$ cat src/rtl/constraint_pkg.sv
// Shared types and helpers for the streaming constraint evaluator.
package constraint_pkg;

    typedef enum logic [2:0] {
        OP_EQ    = 3'd0,
        OP_NE    = 3'd1,
        OP_ULT   = 3'd2,
        OP_ULE   = 3'd3,
        OP_UGT   = 3'd4,
        OP_UGE   = 3'd5,
        OP_TRUE  = 3'd6,
        OP_FALSE = 3'd7
    } op_e;

    // Value a disabled slot contributes so it never sways the reduction.
    function automatic logic reduce_neutral(input logic reduce_or);
        return !reduce_or;
    endfunction

endpackage

$ cat src/rtl/constraint_slot_cmp.sv
// Purpose: one constraint slot, masked relational compare of data against the slot constant.
// Latency: purely combinational.
// Backpressure: none, evaluated every cycle; a disabled slot always yields 0.
module constraint_slot_cmp
    import constraint_pkg::*;
#(
    parameter int WIDTH = 64
) (
    input  logic [2*WIDTH+3:0] cfg,
    input  logic [WIDTH-1:0]   data,
    output logic               result
);

    typedef struct packed {
        logic             en;
        op_e              op;
        logic [WIDTH-1:0] cst;
        logic [WIDTH-1:0] mask;
    } slot_cfg_t;

    slot_cfg_t        c;
    logic [WIDTH-1:0] a;
    logic [WIDTH-1:0] b;
    logic             hit;

    assign c = cfg;

    always_comb begin
        a   = data & c.mask;
        b   = c.cst & c.mask;
        hit = 1'b0;
        case (c.op)
            OP_EQ:    hit = (a == b);
            OP_NE:    hit = (a != b);
            OP_ULT:   hit = (a < b);
            OP_ULE:   hit = (a <= b);
            OP_UGT:   hit = (a > b);
            OP_UGE:   hit = (a >= b);
            OP_TRUE:  hit = 1'b1;
            OP_FALSE: hit = 1'b0;
            default:  hit = 1'b0;
        endcase
        result = c.en & hit;
    end

endmodule

$ cat src/rtl/constraint_eval_seq.sv
// Purpose: evaluate each accepted word against NUM_CONSTR programmable slots, reduce to verdict x.
// Latency: 2 cycles acceptance to out_valid (S1 slot results, S2 verdict), 1 word/cycle.
// Backpressure: valid/ready skid of 2 words; in_ready = S1 empty or S2 loading, from out_ready only.
module constraint_eval_seq
    import constraint_pkg::*;
#(
    parameter int WIDTH      = 64,
    parameter int NUM_CONSTR = 4,
    parameter int REDUCE_OR  = 0,
    parameter int CNT_W      = 16,
    parameter int IDX_W      = (NUM_CONSTR > 1) ? $clog2(NUM_CONSTR) : 1
) (
    input  logic                  clk,
    input  logic                  rst,
    input  logic                  cfg_we,
    input  logic [IDX_W-1:0]      cfg_idx,
    input  logic                  cfg_en,
    input  logic [2:0]            cfg_op,
    input  logic [WIDTH-1:0]      cfg_const,
    input  logic [WIDTH-1:0]      cfg_mask,
    input  logic                  in_valid,
    output logic                  in_ready,
    input  logic [WIDTH-1:0]      in_data,
    output logic                  out_valid,
    input  logic                  out_ready,
    output logic                  x,
    output logic [NUM_CONSTR-1:0] constr_bits,
    output logic [CNT_W-1:0]      pass_count,
    output logic [CNT_W-1:0]      fail_count
);

    localparam int   CFG_W  = 2*WIDTH + 4;
    localparam logic RED_OR = (REDUCE_OR != 0);
    localparam logic [IDX_W:0]   SLOT_LIM = (IDX_W+1)'(NUM_CONSTR);
    localparam logic [CNT_W-1:0] CNT_MAX  = '1;

    typedef struct packed {
        logic             en;
        op_e              op;
        logic [WIDTH-1:0] cst;
        logic [WIDTH-1:0] mask;
    } slot_cfg_t;

    localparam slot_cfg_t CFG_RST = '{en: 1'b0, op: OP_EQ, cst: '0, mask: '1};

    slot_cfg_t             cfg_q [NUM_CONSTR];
    logic [NUM_CONSTR-1:0] slot_res;
    logic [NUM_CONSTR-1:0] slot_en;
    logic [NUM_CONSTR-1:0] s1_res;
    logic [NUM_CONSTR-1:0] s1_en;
    logic                  s1_vld;
    logic                  s2_vld;
    logic                  s1_load;
    logic                  s2_load;
    logic                  accept;
    logic                  fire;
    logic                  x_next;

    for (genvar g = 0; g < NUM_CONSTR; g++) begin : g_slot
        constraint_slot_cmp #(.WIDTH(WIDTH)) u_cmp (
            .cfg    (CFG_W'(cfg_q[g])),
            .data   (in_data),
            .result (slot_res[g])
        );
        assign slot_en[g] = cfg_q[g].en;
    end

    // Slot writes land at the clock edge, so a word accepted alongside a write sees the old slot.
    always_ff @(posedge clk) begin
        if (rst) begin
            for (int i = 0; i < NUM_CONSTR; i++) cfg_q[i] <= CFG_RST;
        end else if (cfg_we && ({1'b0, cfg_idx} < SLOT_LIM)) begin
            cfg_q[cfg_idx] <= '{en: cfg_en, op: op_e'(cfg_op), cst: cfg_const, mask: cfg_mask};
        end
    end

    assign s2_load   = !s2_vld || out_ready;
    assign s1_load   = !s1_vld || s2_load;
    assign in_ready  = s1_load;
    assign accept    = in_valid && in_ready;
    assign fire      = s2_vld && out_ready;
    assign out_valid = s2_vld;

    // The enable snapshot travels with the word so later config writes cannot alter its verdict.
    always_comb begin
        x_next = reduce_neutral(RED_OR);
        for (int i = 0; i < NUM_CONSTR; i++) begin
            if (s1_en[i]) x_next = RED_OR ? (x_next | s1_res[i]) : (x_next & s1_res[i]);
        end
    end

    always_ff @(posedge clk) begin
        if (rst) begin
            s1_vld      <= 1'b0;
            s1_res      <= '0;
            s1_en       <= '0;
            s2_vld      <= 1'b0;
            x           <= 1'b0;
            constr_bits <= '0;
        end else begin
            if (s1_load) begin
                s1_vld <= accept;
                if (accept) begin
                    s1_res <= slot_res;
                    s1_en  <= slot_en;
                end
            end
            if (s2_load) begin
                s2_vld <= s1_vld;
                if (s1_vld) begin
                    x           <= x_next;
                    constr_bits <= s1_res;
                end
            end
        end
    end

    always_ff @(posedge clk) begin
        if (rst) begin
            pass_count <= '0;
            fail_count <= '0;
        end else if (fire) begin
            if (x && pass_count != CNT_MAX) pass_count <= pass_count + CNT_W'(1);
            if (!x && fail_count != CNT_MAX) fail_count <= fail_count + CNT_W'(1);
        end
    end

endmodule

$ cat config.mk
export PLATFORM = sky130hd
export DESIGN_NAME = constraint_eval_seq
export DESIGN_NICKNAME = d
export VERILOG_FILES = /design/src/rtl/constraint_pkg.sv /design/src/rtl/constraint_slot_cmp.sv /design/src/rtl/constraint_eval_seq.sv
export SDC_FILE = /design/constraint.sdc
export NUM_CORES = 1
export LEC_CHECK = 0
export ABC_AREA = 1
export ABC_CLOCK_PERIOD_IN_PS = 18200
export CAP_MARGIN = 30
export CORE_MARGIN = 5
export CORE_UTILIZATION = 33
export CTS_CLUSTER_SIZE = 24
export DETAILED_ROUTE_END_ITERATION = 7
export PLACE_DENSITY = 0.57
export SKIP_CTS_REPAIR_TIMING = 1
export SYNTH_ARGS = -nofsm -noshare
export SYNTH_HDL_FRONTEND = slang
export SYNTH_SLANG_ARGS = --single-unit
$ cat constraint.sdc
create_clock -name clk -period 18.2 [get_ports clk]
set_clock_uncertainty 0.2 [all_clocks]
set_input_delay 3.64 -clock clk [delete_from_list [all_inputs] [get_ports clk]]
set_output_delay 3.64 -clock clk [all_outputs]
set_load 0.01 [all_outputs]
==> results of run 1 <==
==> tightest hold or removal path, stage by stage (launching register included) <==
cell and delay (ns):
dfxtp_1 0.30, nand2_1 0.06, a21oi_1 0.06
==> logic make-up (layout without fill, tap and decap cells) <==
| kind of cell | count (synthesis) | in the layout | share of synthesized area [%] |
|---|---|---|---|
| flops | 575 | 575 | 55.87 |
| simple gates | 1604 | 1604 | 21.31 |
| fa+ha+maj | 258 | 258 | 10.74 |
| xor+xnor | 2 | 2 | 0.05827 |
| buf+inv | 598 | 917 | 7.558 |
| compound gates | 247 | 247 | 4.474 |
==> synth_stat cells, types with 2 or more instances <==
cell type  number
nand2_1      1086
edfxtp_1      528
inv_1         512
nor2_1        314
ha_1          258
a21oi_1       156
nor3_1        105
dfxtp_1        47
nand3_1        45
o21ai_0        43
clkbuf_1       42
nand4_1        25
buf_2          22
o21a_1         19
inv_2          15
o21bai_1        9
nor2_2          7
a21o_1          6
o21ai_1         6
nand2_2         5
a31oi_1         4
clkinv_1        4
nor3_2          4
buf_1           3
nor3b_1         2
==> worst max-delay path by stage <==
stage	from	depth (start not counted)	slack, ns	to
CTS	out_ready	4	9.53	in_ready
detailed placement	out_ready	4	9.54	in_ready
global route	out_ready	4	9.50	in_ready
finish	out_ready	4	9.54	in_ready
floorplan	cfg_we	2	3.84	cfg_q[3][0]
global placement	out_ready	4	9.53	in_ready
==> layout make-up <==
type | instances | area [sq um] | area share, %
multi-input cells | 2111 | 11060 | 30.58
inverters | 531 | 2001 | 5.530
flip-flops and latches | 575 | 16800 | 46.42
repair buffers | 266 | 2670 | 7.380
clock inverters | 30 | 329.1 | 0.9095
well taps | 1176 | 1471 | 4.067
clock buffers | 90 | 1851 | 5.115
==> sequential cells by signal, summed over array words and instances, names as in the netlist <==
register	count
cfg_q	528
fail_count	16
pass_count	16
constr_bits	4
s1_en	4
s1_res	4
out_valid	1
s1_vld	1
x	1
==> report_power, final <==
part	switching [mW]	internal, mW	total (mW)
combinational	0.267	0.158	0.426
clock	0.546	0.803	1.35
sequential	0.0351	1.54	1.57
==> layout by cell type (no fill, tap or decap), drive strengths merged, types with 2 or more instances in the layout <==
cell | synthesis | layout
nor3b | 4 | 4
nor4 | 2 | 2
nor3 | 109 | 109
ha | 258 | 258
o21bai | 9 | 9
buf | 25 | 25
a21o | 6 | 6
or2 | 2 | 2
bufinv | 0 | 6
o21ai | 49 | 49
a31oi | 4 | 4
nand4 | 26 | 26
inv | 527 | 529
nor2 | 322 | 322
nand2 | 1092 | 1092
o21a | 19 | 19
edfxtp | 528 | 528
clkdlybuf4s50 | 0 | 241
a21oi | 156 | 156
nand3 | 46 | 46
clkbuf | 42 | 90
dfxtp | 47 | 47
clkinv | 4 | 25
==> through the flow <==
step	util [%]	std cells	instance area, sq um	setup slack, ns
floorplan	-	3284	30070	3.841
global placement	37.54	4654	33890	9.528
detailed placement	37.59	4656	33940	9.536
CTS	40.01	4776	36120	9.531
global route	40.07	4779	36180	9.498
finish	40.07	4779	36180	9.540
==> routing by layer <==
layer,part of all wire (%),global-route usage [%]
met5,0,0
met4,2.6,4.438
met3,4.2,2.206
met2,48,28.61
met1,45,21.35
==> summary.md, run 1 <==
| Metric | Value |
|---|---|
| Filler cells | `9004` |
| DIE AREA | `between 0.09 and 0.1 sq mm` |
| Routed WL | `between 80000 and 90000 microns` |
| Clock sink count | `approximately 580` |
| Top FF cell, synth | `edfxtp_1` |
| Most area-consuming cells after synthesis | `edfxtp_1 (53%), nand2_1 (14%), ha_1 (11%)` |
| Slew margin rel. | `between 30% and 40%` |
| Root Driver | `clkbuf_16` |
| Input/output buffers | `between 200 and 250` |
| Synth cell types | `between 40 and 50` |
| Syn nets | `3745` |
| Initial DRC Count | `~1.4k` |
| Detail Placement HPWL | `roughly 57000 microns` |
| Biggest cell delay along the critical path | `around 0.55 ns` |
| Tcrit/Tclk final | `47.58%` |
| Post-synth EDFFs | `528` |
| GRT Residual Overflow | `0` |
| Status | `finished, final reports clean` |
| Core ar. | `roughly 0.090 sq mm` |
| CP max-delay cell | `clkdlybuf4s50_1` |
| Mapped Cells | `around 3.3k` |
| PwrDens | `around 93 mW/mm^2` |
| Sequential area share after synthesis | `a little under three fifths` |
| Clock transition at path regs | `about 0.06 ns` |
| Nets@finish | `between 4k and 5k` |
| Hold depth | `2` |
| Area leader, netlist | `edfxtp_1` |
| RD Place Congestion | `about 0.82` |
| Die Wd | `between 300 and 400 microns` |
| Post-route DRC | `0` |
| Hold EP | `s1_en[3]` |
| CP Cell Sequence | `clkdlybuf4s50_1, inv_1, nand3_1, clkdlybuf4s50_1` |
| Global-route wire length before repair | `123600 microns` |
| Worst setup SP type | `input pin` |
| Clock Latency Late Sink | `~0.60 ns` |
| Die H | `311.8 microns` |
| First drt pass iteration count | `5` |
| P&R area growth vs syn | `20.34%` |
| RSZ-0062 raised after global routing | `no` |
| Avg Inst Size Synth | `approximately 9.2 sq um` |
| Initial Util | `around a third` |
| Share of the synthesized area in the top cell type | `between 50% and 60%` |
| Yosys warns | `0` |
| Max FO, Critical Path | `3` |
| CTS Buf Count | `68` |
| # Max-Cap Violations | `0` |
| TNS Setup | `0 ns` |
| I/O pins | `approximately 240` |
| Kind of critical path | `in2out` |
| Antenna diode count | `0` |
| Synthesized area | `~0.03 sq mm` |
| Largest net degree at the start of global routing | `80` |
| Hold Crit Class | `reg2reg` |
| Hold Slack | `0.2653 ns` |
| Max Root-Sink Buffers | `3` |
| # setup viols final | `0` |
| Critical Path AT | `4.82 ns` |
| Most frequent CP cell | `clkdlybuf4s50_1` |
| Reg2reg start | `cfg_q[0][31]` |
| Slack of the worst reg-to-reg path | `roughly 15 ns` |
| Row count | `110` |
| Critical Path RT | `14.36 ns` |
| Slew Viols, Final | `0` |
| GRT Util Overall | `16.34%` |
| Avg Vias per Cell | `4.587` |
| Final min period | `between 8 and 9 ns` |
| Final ANT Viol Nets | `0` |
| Vias in the first global route | `21.87k` |
| Fmax achieved | `~0.12 GHz` |
| Top cell family by delay on the critical path | `buffers and inverters` |
| Share of layout cells above drive strength 1 | `between 4 and 5%` |
| Synth Register Bits | `roughly 580` |
| CTS tree | `yes` |
| R2R Path End | `s1_res[0]` |
| Asr flop ratio synth | `0%` |
| Hold wc startpoint | `s1_en[3]` |
| Power, Total | `roughly 3.3 mW` |
| H-tree depth | `3` |
| VDD IR-drop max | `around 0.000056 V` |
| R2r worst-path depth | `14` |
| Initial antenna violation count | `1` |
| LEAKAGE | `~16 nW` |
| DR WL/cell | `~17 microns` |
| Hold Violations, Final | `0` |
| Buf/Inv on CP | `3` |
| CP endpoint kind | `primary output` |
| Routed via count | `between 20k and 25k` |
| Least-Margin Pin Slew | `1.010 ns` |
Note: power is estimated with default switching activity, not from simulation.
==> run 2: changes to the inputs <==
--- a/config.mk
+++ b/config.mk
@@ -6,7 +6,7 @@
 export NUM_CORES = 1
 export LEC_CHECK = 0
 export ABC_AREA = 1
-export ABC_CLOCK_PERIOD_IN_PS = 18200
+export ABC_CLOCK_PERIOD_IN_PS = 8000
 export CAP_MARGIN = 30
 export CORE_MARGIN = 5
 export CORE_UTILIZATION = 33
==> constraint.sdc (replaced) <==
create_clock -name clk -period 8 [get_ports clk]
set_clock_uncertainty 0.2 [all_clocks]
set_input_delay 1.6 -clock clk [delete_from_list [all_inputs] [get_ports clk]]
set_output_delay 1.6 -clock clk [all_outputs]
set_load 0.01 [all_outputs]
==> run 2 against run 1 <==
Compared with the run above:
- clock-buffer cell count did not move
- critical endpoint is now cfg_q[1][22]
- sequential power rose by 130%
- worst setup slack got worse by 6.3 ns
- core utilization rose by 0.17 points
- register-to-register slack got worse by 10 ns
- combinational power rose by 130%
- cell area rose by 0.43%
- highest routed layer is now met5
- critical path depth rose by 7
==> summary.md, run 2 (synthesized netlist as in run 1, its figures left out) <==
| Metric | Value |
|---|---|
| Status | `finished, final reports clean` |
| Clock transition at path regs | `0.06 ns` |
| Reg2reg start | `cfg_q[3][23]` |
| RD Place Congestion | `~0.8` |
| Critical Path Stages | `11` |
| Share of layout cells above drive strength 1 | `between 4 and 5%` |
| H-tree depth | `3` |
| Critical Path RT | `about 8 ns` |
| PwrDens | `~210 mW/mm^2` |
| TNS Setup | `0 ns` |
| Top cell family by delay on the critical path | `buffers and inverters` |
| DP Area | `roughly 0.034 sq mm` |
| I/O pins | `242` |
| Input/output buffers | `241` |
| Power, Total | `7.734 mW` |
| Slew margin rel. | `a little over a third` |
| Critical Path AT | `between 4 and 5 ns` |
| Initial Util | `about a third` |
| Biggest cell delay along the critical path | `0.60 ns` |
| First drt pass iteration count | `5` |
| Core ar. | `between 0.09 and 0.1 sq mm` |
| Non-Filler Instances | `4781` |
| Final ANT Viol Nets | `0` |
| GRT Residual Overflow | `0` |
| Avg Vias per Cell | `roughly 4.6` |
| CP Cell Sequence | `clkdlybuf4s50_1, buf_4, nor2_4, buf_4, inv_6, nor2_1, inv_2, nor2_4, clkinv_2, nand2_4, buf_12` |
| DR WL/cell | `around 17 microns` |
| RSZ-0062 raised after global routing | `no` |
| Die H | `a little over 300 microns` |
| Die Wd | `~310 microns` |
| Global-route wire length before repair | `about 120000 microns` |
| Detail Placement HPWL | `between 50000 and 60000 microns` |
| Number of flip-flops in the largest register | `about 530` |
| Routed via count | `22.08k` |
| R2r worst-path depth | `16` |
| Max FO, Critical Path | `75` |
| Crit path to | `cfg_q[1][22]` |
| R2R Path End | `s1_res[3]` |
| Worst setup SP type | `input pin` |
| Hold wc startpoint | `s1_en[3]` |
| Fin util | `between 40% and 50%` |
| Initial DRC Count | `1334` |
| Post-route DRC | `0` |
| Root Driver | `clkbuf_16` |
| Routed WL | `approximately 80000 microns` |
| Row count | `110` |
| Clock sink count | `575` |
| Hold Crit Class | `reg2reg` |
| CTS tree | `yes` |
| # setup viols final | `0` |
| CTS Buf Count | `70` |
| Vias in the first global route | `~22k` |
| GRT Util Overall | `between 10% and 20%` |
| Nets@finish | `4013` |
| CP endpoint kind | `register` |
| Clock Latency Late Sink | `just over 0.6 ns` |
| Hold Violations, Final | `0` |
| # Max-Cap Violations | `0` |
| Commonest non-fill, non-tap cell in the layout | `nand2_1` |
| Biggest register | `cfg_q` |
| Final min period | `approximately 4.8 ns` |
| Largest net degree at the start of global routing | `76` |
| P&R area growth vs syn | `20.86%` |
| Most frequent cells in the layout | `nand2_1 (1082), edfxtp_1 (528), inv_1 (511)` |
| CP max-delay cell | `nand2_4` |
| Fmax achieved | `between 0.2 and 0.25 GHz` |
| Buf/Inv on CP | `7` |
| Tcrit/Tclk final | `approximately three fifths` |
| Slew Viols, Final | `0` |
| Slack of the worst reg-to-reg path | `5.07 ns` |
| LEAKAGE | `approximately 16 nW` |
| Initial antenna violation count | `3` |
| Max Root-Sink Buffers | `3` |
| VDD IR-drop max | `between 0.0001 and 0.00015 V` |
| Post-route design area | `between 0.03 and 0.04 sq mm` |
| Post-Place Cells | `4655` |
| CP Launch Point | `rst` |
| DIE AREA | `approximately 0.097 sq mm` |
| Kind of critical path | `in2reg` |
| Least-Margin Pin Slew | `0.9779 ns` |
| Largest regs | `cfg_q: 528 flops, fail_count: 16 flops, pass_count: 16 flops` |
==> run 2: cell count changes in the layout (fill, tap and decap cells not counted), sizes merged <==
cell    before  now
diode        0    1
bufinv       6    7
clkinv      25   28
buf         25   22
==> run 2: area by class of cell <==
| class | count | area, sq um |
|---|---|---|
| Clock inverter | 34 | 401.6 |
| Inverter | 531 | 2001 |
| Clock buffer | 90 | 1887 |
| Tap cell | 1176 | 1471 |
| Timing Repair Buffer | 263 | 2715 |
| Fill cell | 8868 | 53950 |
| Antenna cell | 1 | 2.502 |
| Multi-Input combinational cell | 2111 | 11060 |
| Sequential cell | 575 | 16800 |
==> run 2: metrics by stage <==
step,hold WS [ns],setup WS [ns]
after floorplan,0.2440,1.837
after global placement,0.2533,2.415
after detailed placement,0.2568,2.489
after CTS,0.2661,3.146
after global routing,0.2829,2.960
final,0.2662,3.195
==> run 2: routing by layer <==
metal / share of wire (%) / GRT usage (%) / vias up
met2: 49 / 28.56 / 496
li1: - / - / 11166
met3: 5.4 / 2.705 / 120
met1: 43 / 21.02 / 10292
met4: 2.4 / 4.285 / 2
met5: 0.016 / 0 / -
==> run 2: power breakdown <==
part / switching, mW / internal [mW] / total [mW]
combinational: 0.604 / 0.363 / 0.968
clock: 1.28 / 1.90 / 3.18
sequential: 0.0807 / 3.50 / 3.58
==> run 2: tightest hold or removal path, stage by stage, from the launching register on <==
cell and delay (ns):
dfxtp_1 0.31, nand2_1 0.06, a21oi_1 0.05
==> run 2: worst min-delay path by stage <==
stage	to	slack, ns	depth (start not counted)
2_1_floorplan	constr_bits[0]	0.24	2
6_report	s1_en[3]	0.27	2
4_1_cts	s1_en[2]	0.27	2
3_5_place_dp	s1_en[2]	0.26	2
3_3_place_gp	s1_en[2]	0.25	2
5_1_grt	s1_en[3]	0.28	2
==> run 3: changes to the inputs <==
--- a/config.mk
+++ b/config.mk
@@ -6,7 +6,7 @@
 export NUM_CORES = 1
 export LEC_CHECK = 0
 export ABC_AREA = 1
-export ABC_CLOCK_PERIOD_IN_PS = 8000
+export ABC_CLOCK_PERIOD_IN_PS = 4700
 export CAP_MARGIN = 30
 export CORE_MARGIN = 5
 export CORE_UTILIZATION = 33
==> constraint.sdc (replaced) <==
create_clock -name clk -period 4.7 [get_ports clk]
set_clock_uncertainty 0.2 [all_clocks]
set_input_delay 0.94 -clock clk [delete_from_list [all_inputs] [get_ports clk]]
set_output_delay 0.94 -clock clk [all_outputs]
set_load 0.01 [all_outputs]
==> run 3 against run 2 <==
Compared with the run above:
- worst hold slack lost 0.0028 ns
- critical path depth increased by 3
- cell area about the same
- sequential power up 70%
- sequential share of layout area hardly changed
- first-iteration DRC count is 6.9% higher
- worst setup slack worse by 1.9 ns
- via count rose by 0.40%
- die area unchanged
- clock-buffer cell count shrank 2
- critical endpoint is now s1_res[0]
- largest cell class unchanged
==> summary.md, run 3 (synthesized netlist as in run 1, its figures left out) <==
| Metric | Value |
|---|---|
| Routed via count | `22.17k` |
| Input/output buffers | `241` |
| Die H | `311.8 microns` |
| DR WL/cell | `between 15 and 20 microns` |
| CTS Buf Count | `70` |
| H-tree depth | `3` |
| Pint | `9.581 mW` |
| Hold depth | `2` |
| First drt pass iteration count | `5` |
| PwrDens | `between 300 and 400 mW/mm^2` |
| Hold wc startpoint | `s1_en[1]` |
| Vias in the first global route | `between 20k and 25k` |
| Biggest cell delay along the critical path | `between 0.5 and 0.6 ns` |
| Largest regs | `cfg_q: 528 flops, fail_count: 16 flops, pass_count: 16 flops` |
| Tcrit/Tclk final | `71.64%` |
| # setup viols final | `0` |
| Root Driver | `clkbuf_16` |
| Net Sw Power | `3.375 mW` |
| Final ANT Viol Nets | `0` |
| Initial DRC Count | `1426` |
| R2r worst-path depth | `13` |
| Sw Ratio | `between 20% and 30%` |
| Fmax achieved | `a little under 0.3 GHz` |
| Core ar. | `between 0.09 and 0.1 sq mm` |
| R2R Path End | `s1_res[0]` |
| LEAKAGE | `roughly 16 nW` |
| I/O pins | `around 240` |
| Final min period | `roughly 3.4 ns` |
| Fin util | `about 40%` |
| Least-Margin Pin Slew | `about 0.95 ns` |
| Buf/Inv on CP | `3` |
| Hold Crit Class | `reg2reg` |
| DP Area | `~0.034 sq mm` |
| Post-route design area | `between 0.03 and 0.04 sq mm` |
| Critical Path RT | `between 4 and 5 ns` |
| Area of the multi-input gates | `roughly 0.011 sq mm` |
| Filler cells | `8995` |
| Commonest non-fill, non-tap cell in the layout | `nand2_1` |
| Clock transition at path regs | `~0.05 ns` |
| Post-route setup slack | `1.333 ns` |
| CP max-delay cell | `clkdlybuf4s50_1` |
| Worst setup SP type | `input pin` |
| Reg power frac | `a little under half` |
| Clock Latency Late Sink | `between 0.6 and 0.7 ns` |
| CTS tree | `yes` |
| Power, Total | `12.96 mW` |
| Reg area | `~0.017 sq mm` |
| # Max-Cap Violations | `0` |
| CP Launch Point | `in_data[61]` |
| CP endpoint kind | `register` |
| Combinational Power Share | `13.0%` |
| Initial antenna violation count | `8` |
| Slew margin rel. | `a little under two fifths` |
| Critical Path AT | `3.64 ns` |
| Max Root-Sink Buffers | `3` |
| Detail Placement HPWL | `slightly below 60000 microns` |
| Crit path to | `s1_res[0]` |
| Critical Path Stages | `14` |
| Power share of the clock group | `about 40%` |
| Setup slack at placement | `about 0.77 ns` |
| Kind of critical path | `in2reg` |
| RD Place Congestion | `0.8110` |
| Largest net degree at the start of global routing | `about 150` |
| Die Wd | `a little over 300 microns` |
| Slack of the worst reg-to-reg path | `between 1.5 and 2 ns` |
| Slew Viols, Final | `0` |
| P&R area growth vs syn | `20.91%` |
| Hold Violations, Final | `0` |
| DIE AREA | `slightly below 0.1 sq mm` |
| Global-route wire length before repair | `~130000 microns` |
| VDD IR-drop max | `~0.00023 V` |
| GRT Util Overall | `between 15 and 20%` |
| Row count | `110` |
| Top cell family by delay on the critical path | `simple AND/OR/NAND/NOR gates` |
| Initial Util | `roughly a third` |
| Share of layout cells above drive strength 1 | `5.054%` |
| RSZ-0062 raised after global routing | `no` |
| Clock sink count | `approximately 580` |
| GRT Residual Overflow | `0` |
| Most frequent cells in the layout | `nand2_1 (1082), edfxtp_1 (528), inv_1 (510)` |
| Reg2reg start | `cfg_q[0][61]` |
| Max FO, Critical Path | `5` |
| Post-route DRC | `0` |
| Number of flip-flops in the largest register | `between 500 and 600` |
| Avg Vias per Cell | `~4.6` |
| Routed WL | `around 85000 microns` |
| Most frequent CP cell | `nand2_1` |
| Biggest register | `cfg_q` |
| Status | `finished, final reports clean` |
| CP Cell Sequence | `clkdlybuf4s50_1, nand2_1, inv_1, ha_1, nand4_1, nor3_2, nor2b_1, nand4_1, a21oi_1, nand2_1, clkinv_1, nand2_1, o21bai_1, a21oi_1` |
| Nets@finish | `4026` |
==> run 3: cell count changes in the layout (fill, tap and decap cells not counted), moves of 2 or more <==
cell       previous run  this run
buf_12                3         7
nand2_8               0         3
buf_16                5         3
clkinv_1             14        20
diode_2               1         5
buf_4                14        25
bufinv_16             7         3
clkbuf_4              2         0
nand2_4               5         2
clkinv_2             11        16
==> run 3: worst min path at each step <==
stage	to	slack [ns]
2_1_floorplan	constr_bits[0]	0.24
3_3_place_gp	s1_en[1]	0.26
3_5_place_dp	s1_en[1]	0.26
4_1_cts	s1_en[1]	0.27
5_1_grt	s1_en[3]	0.29
6_report	s1_en[1]	0.26
==> run 3: cell type report <==
class / count / area share [%]
antenna: 5 / 0.03442
tap: 1176 / 4.048
clock buffer: 88 / 5.149
sequential: 575 / 46.21
multi-input combinational: 2111 / 30.51
timing repair buffer: 276 / 7.765
clock inverter: 40 / 0.7848
inverter: 531 / 5.507
==> run 3: per-layer routing <==
layer  global-route usage (%)  part of all wire [%]
met1                    22.34                    44
met2                    30.51                    49
met3                    3.429                   5.5
met4                    4.163                   1.9
met5                        0                 0.039
==> run 3: power by group through the flow <==
stage	registers, mW	clock network, mW	logic, mW
floorplan	6.19	0	0.989
global placement	6.20	0	1.69
detailed placement	6.21	0	1.71
CTS	6.11	5.30	1.72
global route	6.14	5.52	1.94
finish	6.10	5.16	1.69
==> run 3: worst register-to-register path, stage by stage, from the launching register on <==
cell and delay [ns]:
edfxtp_1 0.39, nand2_1 0.07, inv_1 0.04, ha_1 0.29, nand4_1 0.19, nor3_2 0.34
nor2b_1 0.39, nand4_1 0.27, a21oi_1 0.21, nand2_1 0.07, clkinv_1 0.04, nand2_1 0.04
o21bai_1 0.11, a21oi_1 0.07
==> run 3: through the flow <==
stage	setup TNS (ns)	hold WS, ns	cells
floorplan	-37.65	0.2440	3284
CTS	0	0.2652	4797
global placement	0	0.2555	4666
finish	0	0.2634	4802
detailed placement	0	0.2567	4669
global route	0	0.2872	4797
